===== src/rtl/sdm_chan_tx.sv =====
// Synchronous-to-QDI transmitter for one SDM virtual circuit: a small flit FIFO feeding
// a four-phase 1-of-4 encoder with a separate eof token, handshaking on a synchronized ack.
module sdm_chan_tx #(
    parameter int DW   = 8,
    parameter int SCN  = DW / 2,
    parameter int FD   = 4,
    parameter int SYNC = 2
) (
    input  logic           clk,
    input  logic           rst_n,
    input  logic [DW-1:0]  din,
    input  logic           din_last,
    input  logic           din_valid,
    output logic           din_ready,
    output logic [SCN-1:0] o0,
    output logic [SCN-1:0] o1,
    output logic [SCN-1:0] o2,
    output logic [SCN-1:0] o3,
    output logic           o4,
    input  logic           oa,
    output logic           busy
);

    localparam int AW = $clog2(FD);

    localparam logic [2:0] IDLE = 3'd0;
    localparam logic [2:0] DATA = 3'd1;
    localparam logic [2:0] DRTZ = 3'd2;
    localparam logic [2:0] EOF  = 3'd3;
    localparam logic [2:0] ERTZ = 3'd4;

    logic [SYNC-1:0]         sync_q;
    logic                    oas;

    logic [DW:0]             mem_q [FD];
    logic [AW:0]             wr_ptr_q, wr_ptr_d;
    logic [AW:0]             rd_ptr_q, rd_ptr_d;
    logic                    ready_q, ready_d;
    logic                    empty, push, pop;
    logic [DW:0]             head;

    logic [2:0]              state_q, state_d;
    logic [3:0][SCN-1:0]     rails_q, rails_d;
    logic [3:0][SCN-1:0]     enc;
    logic                    eof_q, eof_d;
    logic                    last_q, last_d;

    // The ack is fully asynchronous; only the last synchronizer stage may steer the FSM.
    always_ff @(posedge clk or negedge rst_n) begin
        if (!rst_n) begin
            sync_q <= '0;
        end else begin
            sync_q <= {sync_q[SYNC-2:0], oa};
        end
    end

    assign oas = sync_q[SYNC-1];

    assign empty    = (wr_ptr_q == rd_ptr_q);
    assign push     = din_valid & ready_q;
    assign wr_ptr_d = wr_ptr_q + {{AW{1'b0}}, push};
    assign rd_ptr_d = rd_ptr_q + {{AW{1'b0}}, pop};
    assign head     = mem_q[rd_ptr_q[AW-1:0]];

    // Ready is computed from the next pointers so the registered flag is exact every cycle.
    assign ready_d = !((wr_ptr_d[AW] != rd_ptr_d[AW]) &&
                       (wr_ptr_d[AW-1:0] == rd_ptr_d[AW-1:0]));

    always_ff @(posedge clk or negedge rst_n) begin
        if (!rst_n) begin
            wr_ptr_q <= '0;
            rd_ptr_q <= '0;
            ready_q  <= 1'b0;
        end else begin
            wr_ptr_q <= wr_ptr_d;
            rd_ptr_q <= rd_ptr_d;
            ready_q  <= ready_d;
        end
    end

    always_ff @(posedge clk) begin
        if (push) begin
            mem_q[wr_ptr_q[AW-1:0]] <= {din_last, din};
        end
    end

    always_comb begin
        enc = '0;
        for (int j = 0; j < SCN; j++) begin
            enc[head[2*j +: 2]][j] = 1'b1;
        end
    end

    always_comb begin
        state_d = state_q;
        rails_d = rails_q;
        eof_d   = eof_q;
        last_d  = last_q;
        pop     = 1'b0;
        case (state_q)
            IDLE: begin
                if (!empty && !oas) begin
                    rails_d = enc;
                    last_d  = head[DW];
                    pop     = 1'b1;
                    state_d = DATA;
                end
            end
            DATA: begin
                if (oas) begin
                    rails_d = '0;
                    state_d = DRTZ;
                end
            end
            DRTZ: begin
                if (!oas) begin
                    if (last_q) begin
                        eof_d   = 1'b1;
                        state_d = EOF;
                    end else begin
                        state_d = IDLE;
                    end
                end
            end
            EOF: begin
                if (oas) begin
                    eof_d   = 1'b0;
                    state_d = ERTZ;
                end
            end
            ERTZ: begin
                if (!oas) begin
                    state_d = IDLE;
                end
            end
            default: begin
                rails_d = '0;
                eof_d   = 1'b0;
                state_d = IDLE;
            end
        endcase
    end

    // Rails are flops so the QDI outputs are glitch-free; reset forces the spacer at once.
    always_ff @(posedge clk or negedge rst_n) begin
        if (!rst_n) begin
            state_q <= IDLE;
            rails_q <= '0;
            eof_q   <= 1'b0;
            last_q  <= 1'b0;
        end else begin
            state_q <= state_d;
            rails_q <= rails_d;
            eof_q   <= eof_d;
            last_q  <= last_d;
        end
    end

    assign o0        = rails_q[0];
    assign o1        = rails_q[1];
    assign o2        = rails_q[2];
    assign o3        = rails_q[3];
    assign o4        = eof_q;
    assign din_ready = ready_q;
    assign busy      = !empty || (state_q != IDLE);

endmodule


===== config.mk =====
export PLATFORM = sky130hd
export DESIGN_NAME = sdm_chan_tx
export DESIGN_NICKNAME = d
export VERILOG_FILES = /design/src/rtl/sdm_chan_tx.sv
export SDC_FILE = /design/constraint.sdc
export NUM_CORES = 1
export LEC_CHECK = 0
export CORE_UTILIZATION = 58
export CTS_BUF_LIST = sky130_fd_sc_hd__clkbuf_8
export DETAILED_ROUTE_END_ITERATION = 10
export GPL_TIMING_DRIVEN = 0
export PLACE_DENSITY = 0.84
export SYNTH_ARGS = -nofsm -noshare
export SYNTH_HDL_FRONTEND = slang
export SYNTH_SLANG_ARGS = --single-unit

===== constraint.sdc =====
create_clock -name clk -period 2.9 [get_ports clk]
set_input_delay 0.725 -clock clk [delete_from_list [all_inputs] [get_ports clk]]
set_output_delay 0.725 -clock clk [all_outputs]
set_load 0.005 [all_outputs]

; Word-level counts from Yosys, hierarchy flattened
; Memories as Yosys holds them, arrays and structs flattened.
; Index checks and enable logic that the tools add are counted.
[op_classes]
bitwise_logic = 6
n_reduce_logical = 18
add_sub_neg = 2
n_lt_le_gt_ge = 8
muxes = 26
n_eq_ne = 13
[op_table]
columns = operator, count
row1 = 16-bit bitwise OR, 3
row2 = 16-bit case mux with 3 select lines, 1
row3 = 4-bit demux with 2-bit select, 4
row4 = 16-bit two-way mux, 2
row5 = 3-bit two-way mux, 6
row6 = 3-bit case mux with 5 select lines, 1
row7 = "2-bit by 3-bit < comparator with 1-bit output, second input constant", 4
row8 = "2-bit != test, second input constant", 6
row9 = "2-bit by 1-bit greater-or-equal comparator with 1-bit output, second input constant", 4
row10 = 1-bit two-way mux, 8
row11 = 3-bit by 1-bit adder with 3-bit output, 2
row12 = "3-bit by 2-bit equality test with 1-bit output, second input constant", 2
row13 = 1-bit logical AND, 6
row14 = 3-bit OR reduction, 2
row15 = 5-bit AND reduction, 1
row16 = 2-bit two-way mux, 2
row17 = 4-bit two-way mux, 1
row18 = 4-bit AND reduction, 1
row19 = "3-bit by 1-bit equality test with 1-bit output, second input constant", 1
row20 = 3-bit equality test, 1
row21 = "3-bit equality test, second input constant", 1
row22 = 1-bit zero test, 3
row23 = 3-bit zero test, 1
row24 = 1-bit case mux with 3 select lines, 1
row25 = other kinds (8), 9
[totals]
mem_count = 1
out_inout_bits = 19
elab_cells = 85
ram_bits = 36
ff_bits = 30
in_bits = 13
[mem_list]
columns = memory, depth, width, read_ports, rd_ports_with_merged_regs, wr, line_no
row1 = mem_q, 4, 9, 1, 0, 1, 35  ; logic [DW:0] mem_q [FD];

; Longest topological paths before layout
; An unclocked memory read counts as a cell.
[logic_depth]
depth_word = 10
mapped_depth = 8
ltp_nobuf = 7

; Worst setup path before layout
; OpenSTA, ideal clock, no wires.
[synth_timing]
path_type = register to register
start = register rd_ptr_q[0]
end = register ready_q, in the netlist din_ready
t_arrival_ns = 2.109
required_time_ns = 2.769
path_stages_with_launch = 9
path_buffers = 1
slack_ns = 0.659
synth_period_minus_slack_ns = 2.241
setup_ns = 0.131
path_cell_list = dfrtp_1 > buf_6 > xor2_1 > o31a_4 > ha_1 > ha_1 > xor2_1 > xnor2_1 > or3_1
[synth_between]
elab_chain_len = 9
elab_cells_between_ends = 10
classes_between = add/sub (1) / eq/ne (3) / mux (2) / reduce/logical (4)
[synth_rtl]
columns = element, line_no
row1 = start: declaration, 37  ; logic [AW:0] rd_ptr_q, rd_ptr_d;
row2 = start signal: assignment, 76  ; rd_ptr_q <= rd_ptr_d;
row3 = 3-bit equality test, 59  ; assign empty = (wr_ptr_q == rd_ptr_q);
row4 = 1-bit zero test, 102  ; if (!empty && !oas) begin
row5 = 1-bit logical AND, 102
row6 = 1-bit two-way mux, 102
row7 = 1-bit two-way mux, 100  ; case (state_q)
row8 = via pop, 39  ; logic empty, push, pop;
row9 = 3-bit by 1-bit adder with 3-bit output, 62  ; assign rd_ptr_d = rd_ptr_q + {{AW{1'b0}}, pop};
row10 = via rd_ptr_d[2], 37
row11 = 1-bit != test, 66  ; assign ready_d = !((wr_ptr_d[AW] != rd_ptr_d[AW]) &&
row12 = 1-bit logical AND, 66
row13 = 1-bit zero test, 66
row14 = via ready_d, 38  ; logic ready_q, ready_d;
row15 = end signal: assignment, 77  ; ready_q <= ready_d;
row16 = end: declaration, 38
; The timed path passes the listed nets, and every way through them passes these cells.
; A chain may end at the register's enable or synchronous reset.

; Worst setup path in the final report
[layout_timing]
start = register rd_ptr_q[0]
end = output busy
[layout_between]
elab_chain_len = 3
[layout_rtl]
columns = element, line_no
row1 = 3-bit equality test, 59
row2 = 1-bit zero test, 165  ; assign busy = !empty || (state_q != IDLE);
row3 = 1-bit logical OR, 165
row4 = end: declaration, 21  ; output logic busy
; No other way between the ends.

==> impl_results.md <==
* WL final at 4588 um
* Gate count of the mapped netlist at 172
* Clock sinks at 66
* Peak fanout along the critical path at 10
* Tcrit/Tclk final at 0.9400
* DRT Pass-1 Iters at 4
* Die Area at 5161 um^2
* Clk root buf: clkbuf_8
* RSZ-0062 raised after global routing: no
* Buf/Inv on CP at 2
* Peak supply drop at 554.4 uV
* Clk buf depth at 2
* Slew @ Worst Pin at 821.6 ps
* Worst Min Path Start: sync_q[0]
* Core region area at 4723 um^2
* Clk_lat worst skew at 350 ps
* Req. time, crit path at 2170 ps
* Seq cells post-synth at 66
* Number of remaining DRC errors at 0
* Cell Chain, Critical Path: buf_6, xor2_1, nor3_1, nand2_1, clkdlybuf4s50_1
* Finish-stage setup viols at 0
* Leading area contributor after synthesis: edfxtp_1
* Syn_nets at 189
* Status: complete, no violations
* Grt ovf at 0
* Die X-Extent at 71.84 um
* Row count at 25
* Gr usage total at 0.2012
* Post-route non-filler standard cell count at 286
* Power Density at 1034 nW/um^2
* Largest net degree at the start of global routing at 31
* Crit Path Category: reg2out
* Hold-fix buffers, CTS at 0
* Port-buffer cells at 31
* HP Class: reg2reg
* DR vias/cell at 5.395
* CP Launch Type: flop
* Clock buffer count from CTS at 9
* Fin util at 0.7335
* Vias in the first global route at 1,509
* CTS tree: built
* Htree depth at 3
* Max-Cap Viols at 0
* Most frequent cells in the layout: 36 x edfxtp_1, 30 x dfrtp_1, 30 x clkdlybuf4s50_1
* Post-synthesis cell type count at 34
* M1 WL at 1969 um
* Sequential area share after synthesis at 0.6475
* Final hold violations at 0
* Starting Density at 0.5989
* Synth-to-Final Area Change at 22.47%
* HPWL Detailed at 3245 um
* Placed Cells at 270
* Mean Syn Cell Area at 16.45 um^2
* Antenna violations before repair at 0
* Clk pin slew, worst setup/hold paths at 80 ps
* Final net count at 231
* Ports at 32
* Yosys warns at 0
* First element of the critical path: rd_ptr_q[0]
* R2R Path Start: rd_ptr_q[0]
* Placer congestion estimate at 0.7582
* Fin area at 3465 um^2
* Commonest non-fill, non-tap cell in the layout: edfxtp_1
* Antenna-violating nets left at 0
* Antenna diodes at 0
* Number of setup buffers added after CTS at 0
* Wirelength per Cell at 16.04 um
* Via count at 1,543
* Die Span Y at 71.84 um
* Synth top area cells: edfxtp_1 38%, dfrtp_1 27%, mux4_1 6.5%
* Ratio of cells with drive above 1 in the final layout at 0.2146
* Crit end category: primary output
* Synth top area share at 0.3821
* Leakage power at 1.420 nW
* CP peak stage delay at 450 ps
* Min Clock Period, post-route at 2726 ps
* Top sig layer: met4
* Crit path max-delay family: buffers and inverters
* Worst EP arrival at 2000 ps
* Cell Area, Synth at 2829 um^2
* Final Max Tran Viols at 0
* Cts repair resizes at 0
* Placement Cell Area at 3228 um^2
* Fin Clk Skew at 9.510 ps
* Met2 wire length at 2315 um
* Worst path slowest cell: dfrtp_1
* Global-route wire length before repair at 7176 um
* Highest clock rate at 366.8 MHz
* Initial DRC count at 92
* Metal3 WL at 155 um
* Normalized max-slew margin at 0.4493
==> worst register-to-register path, stage by stage (launching register included) <==
cell and delay (ps):
dfrtp_1 450, buf_6 190, xor2_1 180, o31a_4 410, ha_1 200, ha_1 190, xor2_1 200, xnor2_1 100
or3_1 370
==> cells in the mapped netlist (all sizes together) <==
cell     instances
a2111oi          1
a21oi            2
a22oi            2
and2             1
and2b            1
and3             7
buf              3
clkbuf           4
dfrtp           30
edfxtp          36
ha               4
inv              3
mux2            21
mux2i            2
mux4             7
nand2            8
nor2            10
nor2b            1
nor3             5
nor3b            3
nor4             2
nor4b            1
o21ai            4
o31a             1
o41ai            1
or2b             2
or3              1
xnor2            1
xor2             8
==> final timing paths <==
kind / endpoint / slack [ps] / cells after the start
setup reg to reg: din_ready / 490 / 8
min in group asynchronous: o2[2] / 390 / 1
hold / removal: sync_q[1] / 370 / 0
max in group asynchronous: rd_ptr_q[1] / 2110 / 1
hold reg to reg: sync_q[1] / 370 / 0
setup / recovery: busy / 170 / 5
==> flip-flops by register name, summed over array words and instances, names as in the netlist <==
signal     flops
mem_q         36
o0             4
o1             4
o2             4
o3             4
rd_ptr_q       3
state_q        3
wr_ptr_q       3
sync_q         2
din_ready      1
last_q         1
o4             1
==> report_power, final <==
group / internal, mW / switching (mW)
Combinational: 0.704 / 0.620
Sequential: 1.23 / 0.138
Clock: 0.501 / 0.387
==> metal layers <==
| metal | track usage | vias up |
|---|---|---|
| met5 | 0 | - |
| met4 | 0.1394 | 0 |
| met3 | 0.04641 | 14 |
| met2 | 0.3270 | 44 |
| met1 | 0.2387 | 757 |
| li1 | - | 728 |
==> cells by family (layout without fill, tap and decap cells) <==
group / Yosys count / after routing / share of synthesized area
DFF: 66 / 66 / 0.6475
and+or+nand+nor: 42 / 42 / 0.08403
xor gates and xnor gates: 9 / 9 / 0.02787
adders and majority gates: 4 / 4 / 0.01769
buffers and inverters: 10 / 57 / 0.02565
AOI/OAI and AO/OA: 11 / 11 / 0.02831
muxes: 30 / 30 / 0.1690
==> final cells by class <==
cell class | count | area (um^2)
repair buffers | 31 | 305.3
plain buffers | 7 | 61.31
clock buffers | 9 | 123.9
well taps | 67 | 83.83
fillers | 286 | 1259
flip-flops and latches | 66 | 1832
multi-input cells | 96 | 939.7
inverters | 3 | 11.26
clock inverters | 7 | 107.6
==> per-stage QoR <==
step	TNS (ps)	hold WS [ps]	setup slack, ps	total power, mW
after floorplan	0	331.2	659.2	2.322
after global placement	0	333.8	33.61	2.642
after detailed placement	-681.9	347.7	-76.20	2.714
after CTS	0	366.4	163.6	3.604
after global routing	0	374.3	52.90	3.761
final	0	371.2	173.9	3.583
Note: power is estimated with default switching activity, not from simulation.
